<file path="config.mk">
export PLATFORM = sky130hd
export DESIGN_NAME = instr_fetch_unit
export DESIGN_NICKNAME = d
export VERILOG_FILES = /design/src/rtl/instr_fetch_unit.sv
export SDC_FILE = /design/constraint.sdc
export NUM_CORES = 1
export LEC_CHECK = 0
export CAP_MARGIN = 20
export CORE_MARGIN = 5
export CORE_UTILIZATION = 30
export CTS_CLUSTER_DIAMETER = 200
export DETAILED_ROUTE_END_ITERATION = 16
export MAX_ROUTING_LAYER = met4
export SLEW_MARGIN = 20
export SYNTH_ARGS = -nofsm -noshare
export SYNTH_HDL_FRONTEND = slang
export SYNTH_SLANG_ARGS = --single-unit
export TNS_END_PERCENT = 100
</file>
<file path="constraint.sdc">
create_clock -name clk -period 5.1 [get_ports clk]
set_input_delay 0.765 -clock clk [delete_from_list [all_inputs] [get_ports clk]]
set_output_delay 0.765 -clock clk [all_outputs]
set_load 0.01 [all_outputs]
</file>
<file path="src/rtl/instr_fetch_unit.sv">
// Instruction fetch unit: drives word requests to instruction memory and buffers
// the returned words with their PCs for decode, with redirect flush support.
module instr_fetch_unit #(
    parameter int                    DATA_WIDTH = 32,
    parameter int                    ADDR_WIDTH = 32,
    parameter logic [ADDR_WIDTH-1:0] RESET_PC   = '0,
    parameter int                    FIFO_DEPTH = 2
) (
    input  logic                  clk,
    input  logic                  rst,
    output logic                  imem_req_valid,
    input  logic                  imem_req_ready,
    output logic [ADDR_WIDTH-1:0] imem_addr,
    input  logic                  imem_rsp_valid,
    input  logic [DATA_WIDTH-1:0] imem_rsp_data,
    input  logic                  redirect_valid,
    input  logic [ADDR_WIDTH-1:0] redirect_pc,
    output logic                  instr_valid,
    input  logic                  instr_ready,
    output logic [DATA_WIDTH-1:0] instruction,
    output logic [ADDR_WIDTH-1:0] instr_pc
);

    localparam int PTR_W = (FIFO_DEPTH > 1) ? $clog2(FIFO_DEPTH) : 1;
    localparam int CNT_W = $clog2(FIFO_DEPTH + 1);

    typedef enum logic [1:0] {
        S_IDLE,
        S_REQ,
        S_WAIT
    } state_t;

    state_t                r_state;
    state_t                w_state_next;
    logic [ADDR_WIDTH-1:0] r_fetch_pc;
    logic [ADDR_WIDTH-1:0] w_fetch_pc_next;
    logic                  r_drop;
    logic                  w_drop_next;

    logic [DATA_WIDTH-1:0] r_mem_data [FIFO_DEPTH];
    logic [ADDR_WIDTH-1:0] r_mem_pc   [FIFO_DEPTH];
    logic [PTR_W-1:0]      r_rd_ptr;
    logic [PTR_W-1:0]      r_wr_ptr;
    logic [CNT_W-1:0]      r_count;

    logic w_req_valid;
    logic w_req_hs;
    logic w_rsp_take;
    logic w_push;
    logic w_pop;
    logic w_instr_valid;

    function automatic logic [PTR_W-1:0] ptr_inc(input logic [PTR_W-1:0] p);
        return (p == PTR_W'(FIFO_DEPTH - 1)) ? '0 : p + PTR_W'(1);
    endfunction

    // Request eligibility uses only the registered count, so decode's ready never reaches imem_req_valid.
    assign w_req_valid   = (r_state == S_REQ) && (r_count < CNT_W'(FIFO_DEPTH));
    assign w_req_hs      = w_req_valid && imem_req_ready;
    assign w_rsp_take    = (r_state == S_WAIT) && imem_rsp_valid;
    assign w_push        = w_rsp_take && !r_drop && !redirect_valid;
    assign w_instr_valid = (r_count != '0);
    assign w_pop         = w_instr_valid && instr_ready;

    always_comb begin
        w_state_next    = r_state;
        w_drop_next     = r_drop;
        w_fetch_pc_next = r_fetch_pc;
        case (r_state)
            S_IDLE: w_state_next = S_REQ;
            S_REQ: begin
                if (w_req_hs) begin
                    w_state_next    = S_WAIT;
                    w_fetch_pc_next = r_fetch_pc + ADDR_WIDTH'(4);
                    // A redirect during the handshake makes the issued request stale.
                    w_drop_next     = redirect_valid;
                end
            end
            S_WAIT: begin
                if (imem_rsp_valid) begin
                    w_state_next = S_REQ;
                    w_drop_next  = 1'b0;
                end else if (redirect_valid) begin
                    w_drop_next  = 1'b1;
                end
            end
            default: w_state_next = S_IDLE;
        endcase
        if (redirect_valid) begin
            w_fetch_pc_next = {redirect_pc[ADDR_WIDTH-1:2], 2'b00};
        end
    end

    always_ff @(posedge clk) begin
        if (rst) begin
            r_state    <= S_IDLE;
            r_fetch_pc <= RESET_PC;
            r_drop     <= 1'b0;
        end else begin
            r_state    <= w_state_next;
            r_fetch_pc <= w_fetch_pc_next;
            r_drop     <= w_drop_next;
        end
    end

    always_ff @(posedge clk) begin
        if (rst || redirect_valid) begin
            r_rd_ptr <= '0;
            r_wr_ptr <= '0;
            r_count  <= '0;
        end else begin
            if (w_push) begin
                r_wr_ptr <= ptr_inc(r_wr_ptr);
            end
            if (w_pop) begin
                r_rd_ptr <= ptr_inc(r_rd_ptr);
            end
            case ({w_push, w_pop})
                2'b10:   r_count <= r_count + CNT_W'(1);
                2'b01:   r_count <= r_count - CNT_W'(1);
                default: r_count <= r_count;
            endcase
        end
    end

    // Storage needs no reset: entries are only observed while counted valid.
    always_ff @(posedge clk) begin
        if (w_push) begin
            r_mem_data[r_wr_ptr] <= imem_rsp_data;
            r_mem_pc[r_wr_ptr]   <= r_fetch_pc - ADDR_WIDTH'(4);
        end
    end

    assign imem_req_valid = w_req_valid;
    assign imem_addr      = r_fetch_pc;
    assign instr_valid    = w_instr_valid;
    assign instruction    = w_instr_valid ? r_mem_data[r_rd_ptr] : '0;
    assign instr_pc       = w_instr_valid ? r_mem_pc[r_rd_ptr] : '0;

endmodule

</file>
==> results of run 1 <==
## final cells by class
type,count,area [µm²],share of cell area
Clock buffer,21,440,0.0440
Clock inverter,11,114,0.0114
Inverter,17,63.8,0.00638
Multi-Input combinational cell,429,2810,0.281
Sequential cell,162,4490,0.449
Tap cell,330,413,0.0413
Timing Repair Buffer,169,1670,0.167
## sequential cells by signal, indices dropped and copies added, names as in the netlist, named ones only
signal	count
r_mem_pc	60
r_drop	1
r_mem_data	64
r_wr_ptr	1
imem_addr	30
r_state	2
r_count	2
r_rd_ptr	1
## through the flow
stage / cells / power [mW] / utilization / instance area, µm² / worst slack (ns)
5_1_grt: 1139 / 3.08 / 0.400 / 10000 / 1.60
4_1_cts: 1139 / 2.99 / 0.400 / 10000 / 1.69
3_5_place_dp: 1107 / 1.78 / 0.377 / 9450 / 1.78
3_3_place_gp: 1107 / 1.77 / 0.377 / 9450 / 1.85
6_report: 1139 / 2.96 / 0.400 / 10000 / 1.78
2_1_floorplan: 665 / 1.64 / - / 7590 / 0.600
## critical path, delay by kind of cell (launching register included)
| family | cells | cell delay, ns |
|---|---|---|
| buf+inv | 2 | 1.01 |
| simple gates | 1 | 0.12 |
| mux | 1 | 0.13 |
| flops | 1 | 0.88 |
## power by group
part | total, mW | internal, mW | switching, mW
Sequential | 1.51 | 1.45 | 0.0542
Combinational | 0.244 | 0.127 | 0.117
Clock | 1.21 | 0.715 | 0.494
Total | 2.96 | 2.29 | 0.665
## kinds of logic (layout without fill, tap and decap cells)
logic type	Yosys count	in the layout	synth area share
AND/OR/NAND/NOR	262	262	0.180
flip-flops	162	162	0.592
buffers and inverters	74	218	0.0416
multiplexers	62	62	0.0819
AO/OA/AOI/OAI	59	59	0.0545
XOR/XNOR	39	39	0.0451
adder cells (fa/ha/maj)	3	3	0.00495
other	1	4	0.000495
## synthesized netlist by cell type, types with 4 or more instances
cell type	n
buf_2	11
nand4_1	20
nor4_1	15
a311oi_1	8
clkbuf_1	30
xor2_1	32
buf_4	6
or4_1	9
nor3_1	19
nand3_1	16
a211oi_1	7
nor2b_1	4
or3_1	4
mux2i_1	62
inv_1	16
and4_1	9
nor4b_1	6
nor3b_1	6
a21oi_1	12
a2111oi_0	6
edfxtp_1	124
o21ai_0	12
and3_1	5
nor2_1	108
nand2_1	26
buf_1	9
dfxtp_1	38
xnor2_1	7
## worst paths after layout
kind         cells after the start  slack (ns)              end        from
max                              4        1.78  instruction[25]    register
min                              2        0.53           r_drop      r_drop
max reg2reg                      8        2.47       r_count[1]  r_count[0]
min reg2reg                      2        0.53           r_drop      r_drop
## layer usage
metal	wire length (µm)	global-route usage	part of all wire	up-vias
met2	8860	0.212	0.46	171
met1	9010	0.181	0.47	2643
met4	441	0.0505	0.023	0
li1	-	-	-	2705
met3	989	0.0273	0.051	30
met5	0	-	0	-
==> summary.md, run 1 <==
| Metric | Value |
|---|---|
| RSZ-0062 raised after global routing | `false` |
| Outcome | `completed` |
| Final min period | `3.32 ns` |
| Starting Density | `0.303` |
| TNS Setup | `0 ns` |
| Die Ht | `~170 µm` |
| Root buf cell | `clkbuf_16` |
| Tcrit/Tclk final | `0.651` |
| Fraction of layout cells with a size suffix above 1 | `0.0532` |
| WS Path Type | `register to output pin` |
| Clock-pin slew on the worst setup and hold paths | `0.06 ns` |
| Maxcap violations | `0` |
| Hpwl dp | `13,600 µm` |
| Achievable Freq | `0.301 GHz` |
| # hold bufs at CTS | `0` |
| # H-tree levels | `4` |
| Gr usage total | `0.138` |
| IO Port Bufs | `161` |
| Area grow syn2layout | `32.0%` |
| Top_reg_cell synth | `edfxtp_1` |
| Largest net degree at the start of global routing | `46` |
| Final #Nets | `869` |
| Routed len/inst | `between 15 and 20 µm` |
| Final setup vio count | `0` |
| Die area | `0.0285 mm²` |
| # diodes | `0` |
| Initial detailed-routing violation count | `293` |
| 1st-pass router iterations | `4` |
| Crit-path max cell delay | `0.88 ns` |
| Clk_lat worst skew | `roughly 0.42 ns` |
| Hold slack final | `0.526 ns` |
| CP max FO | `44` |
| Most frequent cells in the layout | `clkdlybuf4s50_1, edfxtp_1, nor2_1, mux2i_1, dfxtp_1` |
| CTS resizes | `0` |
| Synthesis Warnings | `0` |
| WL final | `19,300 µm` |
| Clock Skew | `between 0.01 and 0.015 ns` |
| Register bit total from synthesis | `about 160` |
| Post-route ant nets | `0` |
| CTS Buffer Depth | `2` |
| Filler Cells Inserted | `2,384` |
| Commonest non-fill, non-tap cell in the layout | `clkdlybuf4s50_1` |
| Num rows | `58` |
| Peak supply drop | `169 µV` |
| Setup crit end kind | `output pin` |
| IO Pins | `168` |
| Leakage | `3.24 nW` |
| DRC violations left | `0` |
| CP Launch Type | `register` |
| Synth Instances | `662` |
| Cell variety after synth | `50` |
| Vias per inst | `between 4 and 5` |
| Die X | `around 170 µm` |
| Initial antenna violation count | `0` |
| Total CTS buffers | `17` |
| Core area | `0.0250 mm²` |
| Vias in the first global route | `5,326` |
| Synth async-reset ratio | `0` |
| CP required | `4.34 ns` |
| Synth top area share | `0.491` |
| Dominant cell type by area after synthesis | `edfxtp_1` |
| HP Class | `register to register` |
| PwrDens | `296 mW/mm²` |
| Post-Synthesis Cell Area | `~0.0076 mm²` |
| Via count | `5,549` |
| Final hold viol count | `0` |
| EDFF count, synth | `124` |
| Worst slew pin tran | `0.802 ns` |
| Critical-path cell list | `buf_4, mux2i_1, nor2_1, clkdlybuf4s50_1` |
| Routability cong. | `0.821` |
| Clock Sinks | `162` |
| CTS tree | `yes` |
| Slew HR | `0.466` |
| Register area share after synthesis | `0.592` |
| Slowest-stage cell, CP | `dfxtp_4` |
| Critical Path AT | `2.55 ns` |
| Mean Syn Cell Area | `11.4 µm²` |
| Post-CTS Setup Bufs | `0` |
| Gr ovfl total | `0` |
| First-pass GRT wire length | `roughly 30,000 µm` |
| Max Slew Vio Count | `0` |
| Top cells by area, synth | `edfxtp_1, dfxtp_1, mux2i_1` |
Note: power is estimated with default switching activity, not from simulation.
==> run 2: changes to the inputs <==
- clock period: 5.1 -> 3.3 ns (I/O delays scaled with it)
==> summary.md, run 2 (same netlist as run 1, synthesis figures left out) <==
| Metric | Value |
|---|---|
| RSZ-0062 raised after global routing | `false (unchanged)` |
| Post-DP Area | `0.00953 mm² (was 0.00945 mm²)` |
| IO Port Bufs | `161 (unchanged)` |
| Worst slew pin tran | `0.679 ns (was 0.802 ns)` |
| Hold slack final | `0.530 ns (was 0.526 ns)` |
| Achievable Freq | `roughly 0.37 GHz` |
| First-pass GRT wire length | `30,100 µm (was 30,000 µm)` |
| TNS Setup | `0 ns (unchanged)` |
| Reg2reg setup slack | `0.73 ns (was 2.47 ns)` |
| Via count | `5,581 (was 5,549)` |
| Maxcap violations | `0 (unchanged)` |
| CP max FO | `27 (was 44)` |
| Area grow syn2layout | `34.2% (was 32.0%)` |
| Biggest register | `r_mem_data (unchanged)` |
| Final min period | `2.72 ns` |
| Clock-pin slew on the worst setup and hold paths | `0.07 ns (was 0.06 ns)` |
| Filler Cells Inserted | `2,397 (was 2,384)` |
| Peak supply drop | `262 µV (was 169 µV)` |
| Num rows | `58 (unchanged)` |
| Die area | `0.0285 mm² (unchanged)` |
| Vias per inst | `4.87 (about the same)` |
| Critical-path cell list | `nor2_4, buf_4, nor2_1, clkdlybuf4s50_1 (was buf_4, mux2i_1, nor2_1, clkdlybuf4s50_1)` |
| Leakage | `3.32 nW (was 3.24 nW)` |
| 1st-pass router iterations | `5 (was 4)` |
| Clock Sinks | `162 (unchanged)` |
| Initial antenna violation count | `0 (unchanged)` |
| PwrDens | `476 mW/mm² (was 296 mW/mm²)` |
| Setup crit end kind | `output pin (unchanged)` |
| # hold bufs at CTS | `0 (unchanged)` |
| Hpwl dp | `13,600 µm (about the same)` |
| HP Class | `register to register (unchanged)` |
| Max reg flops | `64 (unchanged)` |
| Gr ovfl total | `0 (unchanged)` |
| Most frequent cells in the layout | `clkdlybuf4s50_1, edfxtp_1, nor2_1, mux2i_1, dfxtp_1 (unchanged)` |
| Clock Skew | `0.0151 ns (was 0.0145 ns)` |
| Routability cong. | `0.810 (was 0.821)` |
| WS Path Type | `register to output pin (unchanged)` |
| Post-CTS Setup Bufs | `0 (unchanged)` |
| Slowest-stage cell, CP | `clkdlybuf4s50_1 (was dfxtp_4)` |
| Cell area after layout | `0.0102 mm² (was 0.0100 mm²)` |
| Die Ht | `169 µm (unchanged)` |
| Tcrit/Tclk final | `0.825` |
| Die X | `169 µm (unchanged)` |
| Root buf cell | `clkbuf_16 (unchanged)` |
| Max Slew Vio Count | `0 (unchanged)` |
| CTS resizes | `0 (unchanged)` |
| Clk_lat worst skew | `0.42 ns (about the same)` |
| Critical Path AT | `2.23 ns (was 2.55 ns)` |
| Total CTS buffers | `17 (unchanged)` |
| Starting Density | `0.303 (unchanged)` |
| Initial detailed-routing violation count | `360 (was 293)` |
| Largest net degree at the start of global routing | `63 (was 46)` |
| Vias in the first global route | `5,470 (was 5,326)` |
| Final hold viol count | `0 (unchanged)` |
| CP Launch Type | `register (unchanged)` |
| DRC violations left | `0 (unchanged)` |
| Outcome | `completed (unchanged)` |
| IO Pins | `168 (unchanged)` |
| # H-tree levels | `4 (unchanged)` |
| Final #Nets | `875 (was 869)` |
| Final setup vio count | `0 (unchanged)` |
| # diodes | `0 (unchanged)` |
| Commonest non-fill, non-tap cell in the layout | `clkdlybuf4s50_1 (unchanged)` |
| WL final | `19,300 µm (about the same)` |
| Fraction of layout cells with a size suffix above 1 | `0.0638 (was 0.0532)` |
| Fin cells | `1,145 (was 1,139)` |
| Post-route ant nets | `0 (unchanged)` |
| Core area | `0.0250 mm² (unchanged)` |
| CTS tree | `yes (unchanged)` |
| Slew HR | `0.543 (was 0.466)` |
| Core Util, Final | `0.406 (was 0.400)` |
| Crit-path max cell delay | `0.49 ns (was 0.88 ns)` |
| CTS Buffer Depth | `2 (unchanged)` |
| Gr usage total | `0.138 (about the same)` |
| Placed Cells | `1,113 (was 1,107)` |
| Routed len/inst | `16.8 µm (was 16.9 µm)` |
| CP required | `2.80 ns (was 4.34 ns)` |
[run 2: changes by cell type in the layout (fill, tap and decap cells not counted)]
| cell | before | now |
|---|---|---|
| buf_12 | 0 | 3 |
| buf_4 | 8 | 11 |
| bufinv_16 | 2 | 5 |
| clkbuf_1 | 4 | 1 |
| clkinv_2 | 2 | 0 |
| clkinv_4 | 2 | 3 |
| inv_6 | 0 | 1 |
[run 2: final timing paths]
path,cells past startpoint,startpoint,end
worst max-delay path,4,r_count[1],instruction[21]
worst min-delay path,2,r_drop,r_drop
worst max register to register,4,imem_addr[7],r_mem_pc[0][29]
worst min register to register,2,r_drop,r_drop
[run 2: report_power, final]
part           total, mW  internal, mW  leakage [nW]  switching (mW)
clock               2.13          1.34         0.303           0.787
combinational      0.389         0.201          1.58           0.188
sequential          2.32          2.24          1.44          0.0773
total               4.84          3.78          3.32            1.05
[run 2: stage by stage]
| stage | total power, mW | setup slack [ns] |
|---|---|---|
| final | 4.84 | 0.577 |
| after global routing | 5.03 | 0.397 |
| after CTS | 4.90 | 0.473 |
| after detailed placement | 2.75 | 0.705 |
| after global placement | 2.74 | 0.709 |
| after floorplan | 2.54 | -0.930 |
[run 2: metal layers]
| layer | track usage | wire length, µm | vias up |
|---|---|---|---|
| met3 | 0.0292 | 1120 | 29 |
| met5 | - | 0 | - |
| met4 | 0.0473 | 354 | 0 |
| li1 | - | - | 2708 |
| met1 | 0.178 | 8910 | 2664 |
| met2 | 0.216 | 8900 | 180 |
[run 2: final cells by class]
| type | count | area (µm²) | share of cell area |
|---|---|---|---|
| Clock inverter | 14 | 211 | 0.0208 |
| Clock buffer | 18 | 429 | 0.0422 |
| Sequential cell | 162 | 4490 | 0.441 |
| Tap cell | 330 | 413 | 0.0406 |
| Multi-Input combinational cell | 429 | 2810 | 0.276 |
| Inverter | 17 | 63.8 | 0.00627 |
| Timing Repair Buffer | 175 | 1750 | 0.172 |
[run 2: worst max-delay path: cells and delay by family (launching register included)]
family,cells,cell delay [ns]
flops,1,0.38
buf+inv,2,0.88
simple gates,2,0.55
==> run 3: changes to the inputs <==
- clock period: 3.3 -> 2.7 ns (I/O delays scaled with it)
==> summary.md, run 3 (same netlist as run 1, synthesis figures left out) <==
| Metric | Value |
|---|---|
| Cell area after layout | `0.0102 mm² (about the same)` |
| Hold slack final | `0.524 ns (was 0.530 ns)` |
| R2R depth | `7 (was 4)` |
| Tcrit/Tclk final | `0.926` |
| Total CTS buffers | `17 (unchanged)` |
| Clock Skew | `0.0123 ns (was 0.0151 ns)` |
| CTS Buffer Depth | `2 (unchanged)` |
| Outcome | `completed (unchanged)` |
| Core area | `0.0250 mm² (unchanged)` |
| TNS Setup | `0 ns (unchanged)` |
| Leakage | `3.37 nW (was 3.32 nW)` |
| 1st-pass router iterations | `5 (unchanged)` |
| Sw Share | `0.231 (was 0.218)` |
| # hold bufs at CTS | `0 (unchanged)` |
| Final hold viol count | `0 (unchanged)` |
| # H-tree levels | `4 (unchanged)` |
| Routed len/inst | `16.5 µm (was 16.8 µm)` |
| Gr ovfl total | `0 (unchanged)` |
| Peak supply drop | `289 µV (was 262 µV)` |
| Root buf cell | `clkbuf_16 (unchanged)` |
| CTS resizes | `0 (unchanged)` |
| Largest net degree at the start of global routing | `50 (was 63)` |
| IO Port Bufs | `161 (unchanged)` |
| Hpwl dp | `13,700 µm (was 13,600 µm)` |
| Starting Density | `0.303 (unchanged)` |
| # diodes | `0 (unchanged)` |
| DRC violations left | `0 (unchanged)` |
| Pre-CTS setup slack | `0.258 ns (was 0.705 ns)` |
| Clock Sinks | `162 (unchanged)` |
| PwrDens | `555 mW/mm² (was 476 mW/mm²)` |
| R2R Path Start | `imem_addr[2] (was imem_addr[7])` |
| Hold path cells | `2 (unchanged)` |
| Final setup vio count | `0 (unchanged)` |
| Num rows | `58 (unchanged)` |
| Post-CTS Setup Bufs | `0 (unchanged)` |
| Clock-pin slew on the worst setup and hold paths | `0.07 ns (about the same)` |
| Die area | `0.0285 mm² (unchanged)` |
| Most frequent cells in the layout | `clkdlybuf4s50_1, edfxtp_1, nor2_1, mux2i_1, dfxtp_1 (unchanged)` |
| First-pass GRT wire length | `29,900 µm (was 30,100 µm)` |
| Int Power | `4.37 mW (was 3.78 mW)` |
| Fraction of layout cells with a size suffix above 1 | `0.0854 (was 0.0638)` |
| Vias per inst | `4.80 (was 4.87)` |
| Net switching power | `1.31 mW (was 1.05 mW)` |
| Via count | `5,577 (was 5,581)` |
| Maxcap violations | `0 (unchanged)` |
| Worst slew pin tran | `0.598 ns (was 0.679 ns)` |
| Max Slew Vio Count | `0 (unchanged)` |
| CTS tree | `yes (unchanged)` |
| Final min period | `2.50 ns` |
| Setup crit end kind | `output pin (unchanged)` |
| WL final | `19,100 µm (was 19,300 µm)` |
| Max reg flops | `64 (unchanged)` |
| Commonest non-fill, non-tap cell in the layout | `clkdlybuf4s50_1 (unchanged)` |
| CP required | `2.30 ns (was 2.80 ns)` |
| Final #Nets | `891 (was 875)` |
| Slew HR | `0.596 (was 0.543)` |
| HP Start | `r_drop (unchanged)` |
| WS Path Type | `register to output pin (unchanged)` |
| Clk_lat worst skew | `0.41 ns (was 0.42 ns)` |
| Achievable Freq | `approximately 0.4 GHz` |
| Worst setup margin | `0.200 ns (was 0.577 ns)` |
| Die Ht | `169 µm (unchanged)` |
| Routability cong. | `0.774 (was 0.810)` |
| RSZ-0062 raised after global routing | `false (unchanged)` |
| Initial detailed-routing violation count | `304 (was 360)` |
| Flop pwr share | `0.497 (was 0.480)` |
| Filler Cells Inserted | `2,407 (was 2,397)` |
| CP max FO | `22 (was 27)` |
| Reg2reg setup slack | `0.43 ns (was 0.73 ns)` |
| Gr usage total | `0.137 (was 0.138)` |
| Post-DP Area | `0.00965 mm² (was 0.00953 mm²)` |
| Area grow syn2layout | `35.0% (was 34.2%)` |
| CP Launch Type | `register (unchanged)` |
| Clock share of power | `0.415 (was 0.440)` |
| HP Class | `register to register (unchanged)` |
| Critical register-to-register path endpoint | `r_mem_pc[1][26] (was r_mem_pc[0][29])` |
| Die X | `169 µm (unchanged)` |
| Biggest register | `r_mem_data (unchanged)` |
| Initial antenna violation count | `0 (unchanged)` |
| Vias in the first global route | `5,417 (was 5,470)` |
| IO Pins | `168 (unchanged)` |
| Critical Path AT | `2.09 ns (was 2.23 ns)` |
| Hold Crit Endpoint | `r_drop (unchanged)` |
| Combinational Power Share | `0.087 (was 0.080)` |
| Post-route ant nets | `0 (unchanged)` |
-- run 3: changes by cell type in the layout (fill, tap and decap cells not counted) --
cell,delta
clkinv_2,+1
buf_4,+16
bufinv_16,-3
clkinvlp_2,+1
inv_6,+4
clkbuf_1,-1
clkinvlp_4,+2
clkinv_4,-2
clkinv_1,-2
-- run 3: worst max-delay path: stages (launching register included) --
cell             delay (ns)
dfxtp_4                0.60
buf_12                 0.26
mux2i_1                0.27
nor2_1                 0.06
clkdlybuf4s50_1        0.48
-- run 3: layout make-up --
cell class	count	area (µm²)	area share
multi-input cells	429	2810	0.275
clock inverters	15	156	0.0153
repair buffers	191	1870	0.183
inverters	17	63.8	0.00624
flip-flops and latches	162	4490	0.439
well taps	330	413	0.0404
clock buffers	17	425	0.0416
-- run 3: worst max-delay path by stage --
stage / end / slack, ns
final: instr_pc[2] / 0.20
after global routing: instr_pc[15] / 0.04
after CTS: instr_pc[2] / 0.11
after detailed placement: imem_addr[25] / 0.26
after global placement: imem_addr[25] / 0.25
after floorplan: r_mem_data[1][0] / -0.43
-- run 3: layer usage --
layer | part of all wire | up-vias | global-route usage
met5 | 0 | - | -
met4 | 0.019 | 0 | 0.0420
met3 | 0.055 | 29 | 0.0283
met2 | 0.47 | 190 | 0.214
met1 | 0.46 | 2614 | 0.181
li1 | - | 2744 | -
-- run 3: per-stage QoR --
step	power, mW	instances	util
finish	5.68	1161	0.409
global route	5.93	1161	0.409
CTS	5.76	1161	0.409
detailed placement	3.38	1129	0.385
global placement	3.37	1129	0.385
floorplan	3.10	665	-
-- run 3: power groups by stage --
stage / logic (mW) / registers [mW] / clock network (mW)
2_1_floorplan: 0.262 / 2.84 / 0
3_3_place_gp: 0.495 / 2.88 / 0
3_5_place_dp: 0.501 / 2.88 / 0
4_1_cts: 0.504 / 2.82 / 2.43
5_1_grt: 0.546 / 2.83 / 2.55
6_report: 0.497 / 2.82 / 2.36
==> RTL change 1 (config.mk and constraints of run 3) <==
`DATA_WIDTH`: 32 -> 16.
--- a/src/rtl/instr_fetch_unit.sv
+++ b/src/rtl/instr_fetch_unit.sv
@@ -1,7 +1,7 @@
 // Instruction fetch unit: drives word requests to instruction memory and buffers
 // the returned words with their PCs for decode, with redirect flush support.
 module instr_fetch_unit #(
-    parameter int                    DATA_WIDTH = 32,
+    parameter int                    DATA_WIDTH = 16,
     parameter int                    ADDR_WIDTH = 32,
     parameter logic [ADDR_WIDTH-1:0] RESET_PC   = '0,
     parameter int                    FIFO_DEPTH = 2
Ports: changed (resized imem_rsp_data and instruction); port bits go from 168 to 136. No check against the original RTL was run, so the function may have changed too.
==> RTL change 1 against run 3 <==
Worst setup slack got worse by 24 ps. Largest cell class unchanged. Critical path type unchanged. Synthesized area shrank 18%. Cell count shrank 15%. Power fell by 9.9%. Routed wire length shrank 11%. Via count shrank 12%. Design area down 15%. Sequential cell count decreased by 32. Largest power group is now the clock network.
==> RTL change 1: results (changes against run 3) <==
metric,value,unit,change
n_all_inverters,16,,was 17
regToRegSetupSlack,300,ps,was 430 ps
fillers,1935,,was 2407
skew,8.41,ps,was 12.3 ps
fin_nets,761,,was 891
n_clock_buffer,19,,was 17
synthMuxAreaShare,0.0755,,was 0.0819
wl_per_cell,17.3,um,was 16.5 um
nNonClkBuffers,167,,was 191
final-nonclk-buf-share,0.189,,was 0.183
synthAdderAreaFrac,0.00602,,was 0.00495
seq_share,0.407,,was 0.439
fp.dieW,154,um,was 169 um
hpwlAfterDp,12700,um,was 13700 um
clk_share,0.0723,,was 0.0569
synthCells,565,,was 662
largest_reg_flops,60,,was 64
routabilityCongestion,0.838,,was 0.774
synth-xor-area-share,0.0520,,was 0.0451
regMostFlops,r_mem_pc,,was r_mem_data
holdPathEnd,r_mem_pc[0][2],,was r_drop
outcome,"finished, final reports clean",,unchanged
synth_edf_count,92,,was 124
dp_slack,138,ps,was 258 ps
reg2reg_depth,4,,was 7
synthTopCellsByArea,"edfxtp_1 (44%), dfxtp_1 (12%), mux2i_1 (7.6%), nor2_1 (5.1%), xnor2_1 (3.5%)",,"was edfxtp_1 (49%), dfxtp_1 (10%), mux2i_1 (8.2%), nor2_1 (5.4%), xor2_1 (3.7%)"
post-place-cells,955,,was 1129
vias,4889,,was 5577
grt_max_degree,48,,was 50
crit_path_max_fanout,13,,was 22
clk_pin_slew,60,ps,
drive_gt1_frac,0.116,,was 0.0854
final_cells,987,,was 1161
ys_ff_latch,130,,was 162
synth_cell_type_count,53,,was 50
synth-compound-area-share,0.0737,,was 0.0545
regToRegStartpoint,imem_addr[8],,was imem_addr[2]
nMultiInputCombCells,372,,was 429
fin_hold_ws,543,ps,was 524 ps
port_buffers,129,,was 161
vdd_drop_max,306,uV,was 289 uV
power_leakage,2.83,nW,was 3.37 nW
multi_input_area_share,0.285,,was 0.275
fin_util,0.425,,was 0.409
max_stage_delay,630,ps,was 600 ps
arrival,2120,ps,was 2090 ps
min_from,imem_addr[2],,was r_drop
grt_pass1_vias,5149,,was 5417
postPlaceCellArea,0.00803,mm^2,was 0.00965 mm^2
-- RTL change 1: logic make-up after synthesis --
group / Yosys count
fa+ha+maj: 3
xor+xnor: 37
flops: 130
buf+inv: 66
mux: 47
compound gates: 62
other cells: 1
simple gates: 219
-- RTL change 1: power breakdown --
part	internal (mW)	switching [mW]
registers	2.19	0.0667
logic	0.238	0.232
clock network	1.56	0.840
-- RTL change 1: worst max-delay path by stage --
stage | startpoint | to | slack, ps | cells past startpoint
2_1_floorplan | r_state[1] | r_mem_data[0][0] | -530 | 3
3_3_place_gp | imem_req_ready | imem_addr[28] | 230 | 6
3_5_place_dp | imem_req_ready | imem_addr[22] | 140 | 6
4_1_cts | register | instr_pc[19] | 130 | 4
5_1_grt | register | instr_pc[20] | 20 | 4
6_report | register | instr_pc[19] | 180 | 4
-- RTL change 1: per-layer routing --
layer	GRT usage	vias to the layer above	wire length [um]
met1	0.180	2360	7380
li1	-	2354	-
met2	0.250	161	8520
met3	0.0408	14	999
met5	-	-	0
met4	0.0421	0	177
==> RTL change 2 (config.mk and constraints of run 3) <==
Made on the original files. The 3 states of `state_t` get a one-hot encoding in 3 bits.
--- a/src/rtl/instr_fetch_unit.sv
+++ b/src/rtl/instr_fetch_unit.sv
@@ -24,10 +24,10 @@
     localparam int PTR_W = (FIFO_DEPTH > 1) ? $clog2(FIFO_DEPTH) : 1;
     localparam int CNT_W = $clog2(FIFO_DEPTH + 1);
 
-    typedef enum logic [1:0] {
-        S_IDLE,
-        S_REQ,
-        S_WAIT
+    typedef enum logic [2:0] {
+        S_IDLE = 3'b001,
+        S_REQ  = 3'b010,
+        S_WAIT = 3'b100
     } state_t;
 
     state_t                r_state;
Check against the original RTL: no difference found for any inputs over 4 cycles, from zero or initial values and one cycle with rst high; so few cycles prove little.
==> RTL change 2 against run 3 <==
Design area fell by 0.67%. Synthesized area decreased by 3.7%. Critical endpoint is now imem_req_valid. Via count shrank 6.7%. Non-clock buffer count increased by 13. Maximum frequency is 2.1% lower. Combinational power shrank 3%. Sequential cell count is 1 higher. Power shrank 0.64%. Register-to-register slack got worse by 230 ps. Largest power group unchanged. Worst setup slack lost 54 ps. Routed wire length is 2.5% lower.
==> RTL change 2: results (changes against run 3) <==
metric,value,unit,change
coreArea,0.0241,mm^2,was 0.0250 mm^2
synth_seq_area_share,0.617,,was 0.592
finish.instance_area,0.0102,mm^2,about the same
initialDrtViolationCount,324,,was 304
wl_met2,9150,um,was 8920 um
reg2reg_depth,8,,was 7
clk_share,0.0580,,was 0.0569
gr-usage-met3,0.0283,,about the same
met1Wirelength,8490,um,was 8820 um
skew,15.8,ps,was 12.3 ps
n_all_inverters,13,,was 17
regArea,0.00451,mm^2,was 0.00449 mm^2
drive_gt1_frac,0.106,,was 0.0854
synth-compound-area-share,0.0432,,was 0.0545
postPlaceCellArea,0.00957,mm^2,was 0.00965 mm^2
outcome,"finished, final reports clean",,unchanged
cts_sinks,163,,was 162
synthAdderAreaFrac,0.00515,,was 0.00495
grt_max_degree,45,,was 50
final-nonclk-buf-share,0.199,,was 0.183
fillers,2305,,was 2407
synthMuxAreaShare,0.0864,,was 0.0819
routed_wirelength,18700,um,was 19100 um
nMultiInputCombCells,401,,was 429
crit_path_max_fanout,8,,was 22
final_cells,1137,,was 1161
routabilityCongestion,0.839,,was 0.774
grt_pass1_wl,29300,um,was 29900 um
vias_per_cell,4.58,,was 4.80
synth_area_per_cell,11.8,um^2,was 11.4 um^2
hpwlAfterDp,13700,um,about the same
synth_top_cells_by_count,"edfxtp_1 (124), nor2_1 (110), mux2i_1 (63)",,"was edfxtp_1 (124), nor2_1 (108), mux2i_1 (62)"
met3WireLength,791,um,was 1040 um
arrival,2150,ps,was 2090 ps
synth_cell_type_count,43,,was 50
nNonClkBuffers,204,,was 191
n_clock_buffer,20,,was 17
grtUsageTotal,0.139,,was 0.137
vdd_drop_max,333,uV,was 289 uV
use_met2,0.226,,was 0.214
grt_pass1_vias,5181,,was 5417
synth-xor-area-share,0.0648,,was 0.0451
==> RTL change 2: cell types whose count changed after synthesis, moves of 7 or more <==
cell	before	now
xnor2_1	7	26
a211oi_1	7	19
nand2_1	26	33
nand4_1	20	12
buf_2	11	4
a311oi_1	8	1
==> RTL change 2: tightest hold or removal path, stage by stage (launching register included) <==
cell     delay, ps
dfxtp_1        330
o22ai_1         90
nor2_1          80
==> RTL change 2: worst max-delay path by stage <==
stage | from | to | slack, ps | depth (start not counted)
after floorplan | r_state[1] | r_mem_data[1][0] | -120 | 4
after global placement | imem_req_ready | imem_addr[25] | 130 | 6
after detailed placement | imem_req_ready | imem_addr[25] | 80 | 6
after CTS | r_state[0] | imem_req_valid | 50 | 3
after global routing | imem_addr[2] | r_mem_pc[0][25] | 20 | 7
final | r_state[0] | imem_req_valid | 150 | 3
==> RTL change 2: power breakdown <==
group,total (mW),switching [mW],internal (mW)
sequential,2.80,0.0499,2.75
combinational,0.483,0.230,0.252
clock,2.37,0.958,1.41
